**config.mk**
```make
export PLATFORM = sky130hd
export DESIGN_NAME = upc_marquee
export DESIGN_NICKNAME = d
export VERILOG_FILES = /design/src/rtl/upc_marquee.sv
export SDC_FILE = /design/constraint.sdc
export NUM_CORES = 1
export LEC_CHECK = 0
export CAP_MARGIN = 5
export CELL_PAD_IN_SITES_DETAIL_PLACEMENT = 1
export CELL_PAD_IN_SITES_GLOBAL_PLACEMENT = 1
export CORE_UTILIZATION = 30
export DETAILED_ROUTE_END_ITERATION = 6
export PLACE_DENSITY = 0.56
export SYNTH_ARGS = -nofsm -noshare
export SYNTH_HDL_FRONTEND = slang
export SYNTH_SLANG_ARGS = --single-unit
```
**constraint.sdc**
```tcl
create_clock -name clk -period 6.9 [get_ports clk]
set_clock_uncertainty 0.2 [all_clocks]
set_input_delay 1.38 -clock clk [delete_from_list [all_inputs] [get_ports clk]]
set_output_delay 1.38 -clock clk [all_outputs]
set_load 0.01 [all_outputs]
```
**src/rtl/upc_marquee.sv**
```systemverilog
// UPC item-name marquee: decodes a 3-bit UPC code to a name shown static or scrolling.
// Optional macro UPC_MARQUEE_ERR_BLINK_EN: invalid codes show a blinking "ERR".
module upc_marquee #(
   parameter int NUM_DIGITS = 6,
   parameter int TICK_DIV   = 25_000_000,
   parameter int LETTER_W   = 5
) (
   input  logic                           clk,
   input  logic                           reset_n,
   input  logic [2:0]                     upc,
   input  logic                           scroll_en,
   input  logic                           freeze,
   output logic [NUM_DIGITS*LETTER_W-1:0] letters,
   output logic                           valid,
   output logic                           wrap
);

   localparam int MAX_L = 6 + NUM_DIGITS;
   localparam int OFF_W = (MAX_L > 1) ? $clog2(MAX_L) : 1;
   localparam int DIV_W = (TICK_DIV > 1) ? $clog2(TICK_DIV) : 1;
   localparam logic [LETTER_W-1:0] BLANK_CH = LETTER_W'(26);

   typedef enum logic [1:0] {
      ST_BLANK  = 2'd0,
      ST_STATIC = 2'd1,
      ST_SCROLL = 2'd2
   } state_t;

   // Names packed with the first character in the low 5 bits, padded with blanks.
   function automatic logic [29:0] name_bits(input logic [2:0] code);
      case (code)
         3'b000:  name_bits = {5'd26, 5'd18, 5'd6,  5'd20, 5'd17, 5'd3};   // DRUGS
         3'b001:  name_bits = {5'd26, 5'd24, 5'd3,  5'd13, 5'd0,  5'd2};   // CANDY
         3'b011:  name_bits = {5'd26, 5'd26, 5'd15, 5'd0,  5'd14, 5'd18};  // SOAP
         3'b100:  name_bits = {5'd4,  5'd13, 5'd14, 5'd7,  5'd15, 5'd8};   // IPHONE
         3'b101:  name_bits = {5'd26, 5'd3,  5'd8,  5'd14, 5'd17, 5'd3};   // DROID
         3'b110:  name_bits = {5'd26, 5'd26, 5'd18, 5'd3,  5'd4,  5'd11};  // LEDS
         default: name_bits = {6{5'd26}};
      endcase
   endfunction

   function automatic logic [3:0] name_len(input logic [2:0] code);
      case (code)
         3'b000:  name_len = 4'd5;
         3'b001:  name_len = 4'd5;
         3'b011:  name_len = 4'd4;
         3'b100:  name_len = 4'd6;
         3'b101:  name_len = 4'd5;
         3'b110:  name_len = 4'd4;
         default: name_len = 4'd0;
      endcase
   endfunction

   function automatic logic [LETTER_W-1:0] name_char(input logic [2:0] code, input logic [3:0] idx);
      logic [29:0] nb;
      logic [4:0]  c;
      nb = name_bits(code);
      case (idx)
         4'd0:    c = nb[4:0];
         4'd1:    c = nb[9:5];
         4'd2:    c = nb[14:10];
         4'd3:    c = nb[19:15];
         4'd4:    c = nb[24:20];
         4'd5:    c = nb[29:25];
         default: c = 5'd26;
      endcase
      return LETTER_W'(c);
   endfunction

   // Character for digit i; the scroll index wraps with one subtraction since offset+i < 2L.
   function automatic logic [LETTER_W-1:0] digit_char(input state_t st, input logic [2:0] code,
         input logic [OFF_W-1:0] off, input int i, input logic err_on);
      int len;
      int l;
      int p;
      logic [LETTER_W-1:0] ch;
      len = int'(name_len(code));
      l   = len + NUM_DIGITS;
      p   = int'(off) + i;
      if (p >= l) begin
         p = p - l;
      end else begin
         p = p;
      end
      ch = BLANK_CH;
      case (st)
         ST_STATIC: begin
            if (i < len) ch = name_char(code, 4'(i));
            else         ch = BLANK_CH;
         end
         ST_SCROLL: begin
            if (p < len) ch = name_char(code, 4'(p));
            else         ch = BLANK_CH;
         end
         ST_BLANK: begin
            if (err_on && (i == 0))     ch = LETTER_W'(4);
            else if (err_on && (i < 3)) ch = LETTER_W'(17);
            else                        ch = BLANK_CH;
         end
         default: ch = BLANK_CH;
      endcase
      return ch;
   endfunction

   logic [2:0]                     sync1_r, sync2_r, code_r;
   logic                           load_pend_r;
   state_t                         state_r, state_nxt_s;
   logic [OFF_W-1:0]               offset_r, offset_nxt_s;
   logic [DIV_W-1:0]               div_r, div_nxt_s;
   logic                           wrap_r, wrap_nxt_s;
   logic                           valid_r;
   logic [NUM_DIGITS*LETTER_W-1:0] letters_r, disp_s;
   logic                           load_s, mode_chg_s, tick_s, last_s, err_on_s;
   logic [2:0]                     code_nxt_s;

`ifdef UPC_MARQUEE_ERR_BLINK_EN
   logic phase_r;
   assign err_on_s = phase_r;
`else
   assign err_on_s = 1'b0;
`endif

   // Next-state, load detection, divider and scroll offset.
   always_comb begin
      load_s       = (sync2_r != code_r) || load_pend_r;
      code_nxt_s   = load_s ? sync2_r : code_r;
      state_nxt_s  = ST_BLANK;
      if (name_len(code_nxt_s) == 4'd0) begin
         state_nxt_s = ST_BLANK;
      end else if (scroll_en) begin
         state_nxt_s = ST_SCROLL;
      end else begin
         state_nxt_s = ST_STATIC;
      end
      mode_chg_s   = ((state_r == ST_STATIC) && (state_nxt_s == ST_SCROLL)) ||
                     ((state_r == ST_SCROLL) && (state_nxt_s == ST_STATIC));
      tick_s       = (div_r == DIV_W'(TICK_DIV - 1));
      last_s       = (int'(offset_r) == (int'(name_len(code_r)) + NUM_DIGITS - 1));
      offset_nxt_s = offset_r;
      div_nxt_s    = div_r;
      wrap_nxt_s   = 1'b0;
      if (load_s || mode_chg_s) begin
         offset_nxt_s = '0;
         div_nxt_s    = '0;
      end else begin
         div_nxt_s = tick_s ? '0 : div_r + DIV_W'(1);
         if ((state_r == ST_SCROLL) && tick_s && !freeze) begin
            if (last_s) begin
               offset_nxt_s = '0;
               wrap_nxt_s   = 1'b1;
            end else begin
               offset_nxt_s = offset_r + OFF_W'(1);
            end
         end else begin
            offset_nxt_s = offset_r;
         end
      end
   end

   // Display image built from the current state, code and offset.
   always_comb begin
      disp_s = '0;
      for (int i = 0; i < NUM_DIGITS; i++) begin
         disp_s[i*LETTER_W +: LETTER_W] = digit_char(state_r, code_r, offset_r, i, err_on_s);
      end
   end

   // Synchroniser, state register and registered outputs.
   always_ff @(posedge clk or negedge reset_n) begin
      if (!reset_n) begin
         sync1_r     <= 3'd0;
         sync2_r     <= 3'd0;
         code_r      <= 3'd0;
         load_pend_r <= 1'b1;
         state_r     <= ST_BLANK;
         offset_r    <= '0;
         div_r       <= '0;
         wrap_r      <= 1'b0;
         valid_r     <= 1'b0;
         letters_r   <= {NUM_DIGITS{BLANK_CH}};
      end else begin
         sync1_r     <= upc;
         sync2_r     <= sync1_r;
         code_r      <= code_nxt_s;
         load_pend_r <= 1'b0;
         state_r     <= state_nxt_s;
         offset_r    <= offset_nxt_s;
         div_r       <= div_nxt_s;
         wrap_r      <= wrap_nxt_s;
         valid_r     <= (state_r != ST_BLANK);
         letters_r   <= disp_s;
      end
   end

`ifdef UPC_MARQUEE_ERR_BLINK_EN
   // Blink phase: back to ON at every load, toggled on each tick.
   always_ff @(posedge clk or negedge reset_n) begin
      if (!reset_n) begin
         phase_r <= 1'b1;
      end else if (load_s) begin
         phase_r <= 1'b1;
      end else if (tick_s) begin
         phase_r <= ~phase_r;
      end else begin
         phase_r <= phase_r;
      end
   end
`endif

   assign letters = letters_r;
   assign valid   = valid_r;
   assign wrap    = wrap_r;

endmodule

```
==> results of run 1 <==
-- final cells by class --
cell class / instances / area (um^2) / share of cell area, %
clock buffer: 10 / 229 / 2.72
clock inverter: 6 / 113 / 1.34
inverter: 54 / 203 / 2.41
multi-input combinational: 738 / 5100 / 60.6
sequential: 73 / 1850 / 22.0
tap: 324 / 405 / 4.82
timing repair buffer: 56 / 513 / 6.10
-- flip-flops by register name, indices dropped and copies added, names as in the netlist --
signal       flops
code_r           3
sync2_r          3
letters         30
div_r           25
state_r          2
valid            1
sync1_r          3
wrap             1
load_pend_r      1
offset_r         4
-- cells in the final DEF, fill, tap and decap left out, drive strengths merged, types with 17 or more instances in the layout --
cell type      count
ha                49
xnor2             30
dfrtp             54
a31oi             25
o211ai            22
clkdlybuf4s50     37
nor4              17
a21oi             62
dfstp             19
o21ai             56
xor2              17
inv               53
buf               19
nand3             37
nor3              18
nor2              89
nand2             71
-- metrics by stage --
step	util (%)	instances	setup slack, ps	hold slack (ps)	power, W
after global placement	33.3	1245	972	133	0.000946
final	34.7	1261	983	150	0.00150
after global routing	34.7	1261	531	154	0.00157
after floorplan	-	920	2070	131	0.000764
after detailed placement	33.3	1245	1070	136	0.000945
after CTS	34.7	1261	1040	151	0.00151
-- kinds of logic (layout without fill, tap and decap cells) --
group,count (synthesis),in the layout,share of synthesized area [%]
mux,18,18,2.96
flops,73,73,25.0
simple gates,316,316,21.7
buf+inv,109,126,6.18
compound gates,300,300,28.4
fa+ha+maj,56,56,10.2
xor+xnor,47,47,5.56
other cells,1,1,0.0506
-- power groups by stage --
stage | clock network (W) | registers (W) | logic (W)
CTS | 0.000574 | 0.000485 | 0.000454
global placement | 0 | 0.000493 | 0.000453
global route | 0.000589 | 0.000488 | 0.000492
finish | 0.000564 | 0.000484 | 0.000456
detailed placement | 0 | 0.000493 | 0.000452
floorplan | 0 | 0.000503 | 0.000261
-- routing by layer --
| layer | routed length (um) | vias up | share of wire (%) | global-route usage [%] |
|---|---|---|---|---|
| met5 | 0 | - | 0 | 0 |
| met4 | 1170 | 0 | 4.0 | 10.6 |
| met3 | 1300 | 58 | 4.4 | 3.65 |
| met2 | 13900 | 196 | 47 | 39.0 |
| met1 | 13100 | 3713 | 44 | 29.7 |
| li1 | - | 3451 | - | - |
-- critical path: stages (launching register included) --
cell	delay, ps
dfrtp_1	820
inv_1	420
ha_1	680
inv_1	190
fa_1	480
nor2b_1	140
o21ai_0	100
and2_1	170
ha_1	270
o21ai_2	170
mux2i_2	540
inv_2	220
ha_1	310
o21ai_0	160
a21oi_1	70
a211oi_1	260
o21ai_0	120
a211o_1	310
o22ai_1	180
-- worst min path at each step --
| stage | startpoint | end | depth (start not counted) |
|---|---|---|---|
| after floorplan | sync1_r[0]$_DFF_PN0_ | sync2_r[0]$_DFF_PN0_ | 0 |
| after global placement | sync1_r[0]$_DFF_PN0_ | sync2_r[0]$_DFF_PN0_ | 0 |
| after detailed placement | sync1_r[1]$_DFF_PN0_ | sync2_r[1]$_DFF_PN0_ | 0 |
| after CTS | sync1_r[1]$_DFF_PN0_ | sync2_r[1]$_DFF_PN0_ | 0 |
| after global routing | sync1_r[2]$_DFF_PN0_ | sync2_r[2]$_DFF_PN0_ | 0 |
| final | sync1_r[1]$_DFF_PN0_ | sync2_r[1]$_DFF_PN0_ | 0 |
==> reports/metrics.yaml, run 1 <==
grt_max_degree: 47
synth_top_area_cell: "dfrtp_1"
outcome: "finished clean"
crit_type: "flip-flop to flip-flop"
tritoncts: "built"
swShare_pct: 33.6
syn-num-nets: 983
cts_sinks: 73
r2r-end: "letters[7]$_DFF_PN0_"
gp_congestion: 0.910
tns_ps: 0
vias: 7418
place_area_um2: 8070
firstDrtPassIters: 4
fmax_mhz: 169
rsz0062_at_grt: "false"
fin_crit_sh_pct: 85.8
relSlewSlack_pct: 27.7
yosysSeqAreaShare_pct: 25.0
leakage_nw: 3.28
crit_start: "offset_r[0]$_DFFE_PN0P_"
finalHoldViolCount: 0
ant_nets: 0
tritoncts.num_buffers: 9
viasPerCell: 5.88
p_per_area_nw_per_um2: 179
routed_wirelength_um: 29500
portBuffers: 38
reg2reg_from: "offset_r[0]$_DFFE_PN0P_"
ys_top_cells_by_area: "dfrtp_1, ha_1, dfstp_2"
yosys_warnings: 0
grt_overflow_total: 0
clk_latency_ps: 360
final_area_um2: 8410
seqPwrFrac_pct: 32.2
cts_resized: 0
cp-end-kind: "flip-flop"
fill_cells: 2889
reg2reg_depth: 18
start_util_pct: 30.6
ctsHtreeMaxLevel: 3
die_height_um: 159
endpoint: "letters[7]$_DFF_PN0_"
die-area_um2: 25300
drc: 0
final-setup-viol-count: 0
fp.dieW_um: 159
required_ps: 6950
drv_slew: 0
layout-area-overhead-vs-synth_pct: 13.6
ys.flop_type: "dfrtp_1"
synth_area_um2: 7410
fin_nets: 995
wire_per_inst_um: 23.4
pwr-share-clk_pct: 37.5
coreArea_um2: 24200
num_io_pins: 39
cts_root_buf: "clkbuf_16"
rows: 57
p_int_w: 0.000999
synth_top_area_share_pct: 18.2
p_comb_share_pct: 30.3
ys_ff_latch: 73
yosys.cell_count.top_type: "nor2_1"
ir_drop_mv: 0.115
dp_hpwl_um: 22000
clk_pin_slew_ps: 60
hold_class: "flip-flop to flip-flop"
finalCriticalPeriod_ps: 5920
r2r_slack_ps: 980
max-cap-violations: 0
synth_common_cells: "nor2_1, nand2_1, a21oi_1"
synth_edf_count: 0
worstMarginPinSlew_ps: 1080
ys_types: 102
async_flop_share_pct: 100
grt_pass1_vias: 7497
worst_ep_arrival_time_ps: 5960
drive_gt1_share_pct: 10.0
antenna_cells: 0
syn_avg_cell_area_um2: 8.05
switching_power_w: 0.000506
antenna_found_initial: 0
post_cts_buffers: 0
grt_pass1_wl_um: 45700
initialDrtViolationCount: 466
worstPathMaxFanout: 17
synthCells: 920
cts_hold_buf: 0
start_kind: "flip-flop"
cts_max_path_buffers: 2
grtUsageTotal_pct: 23.4
Note: power is estimated with default switching activity, not from simulation.
==> run 2, diff against run 1 <==
--- a/config.mk
+++ b/config.mk
@@ -5,6 +5,7 @@
 export SDC_FILE = /design/constraint.sdc
 export NUM_CORES = 1
 export LEC_CHECK = 0
+export ABC_CLOCK_PERIOD_IN_PS = 6900
 export CAP_MARGIN = 5
 export CELL_PAD_IN_SITES_DETAIL_PLACEMENT = 1
 export CELL_PAD_IN_SITES_GLOBAL_PLACEMENT = 1
==> results of run 2 <==
Same layout as run 1: the final DEF is identical, and so are final timing and power.
==> run 3, diff against run 2 <==
==> constraint.sdc (replaced) <==
create_clock -name clk -period 6.9 [get_ports clk]
set_clock_uncertainty 0.2 [all_clocks]
set_input_delay 0.69 -clock clk [delete_from_list [all_inputs] [get_ports clk]]
set_output_delay 0.69 -clock clk [all_outputs]
set_load 0.01 [all_outputs]
==> results of run 3 <==
Same layout as run 1 (identical final DEF). Status: finished clean.
Among the figures that moved: hold slack 150 ps -> 74.8 ps
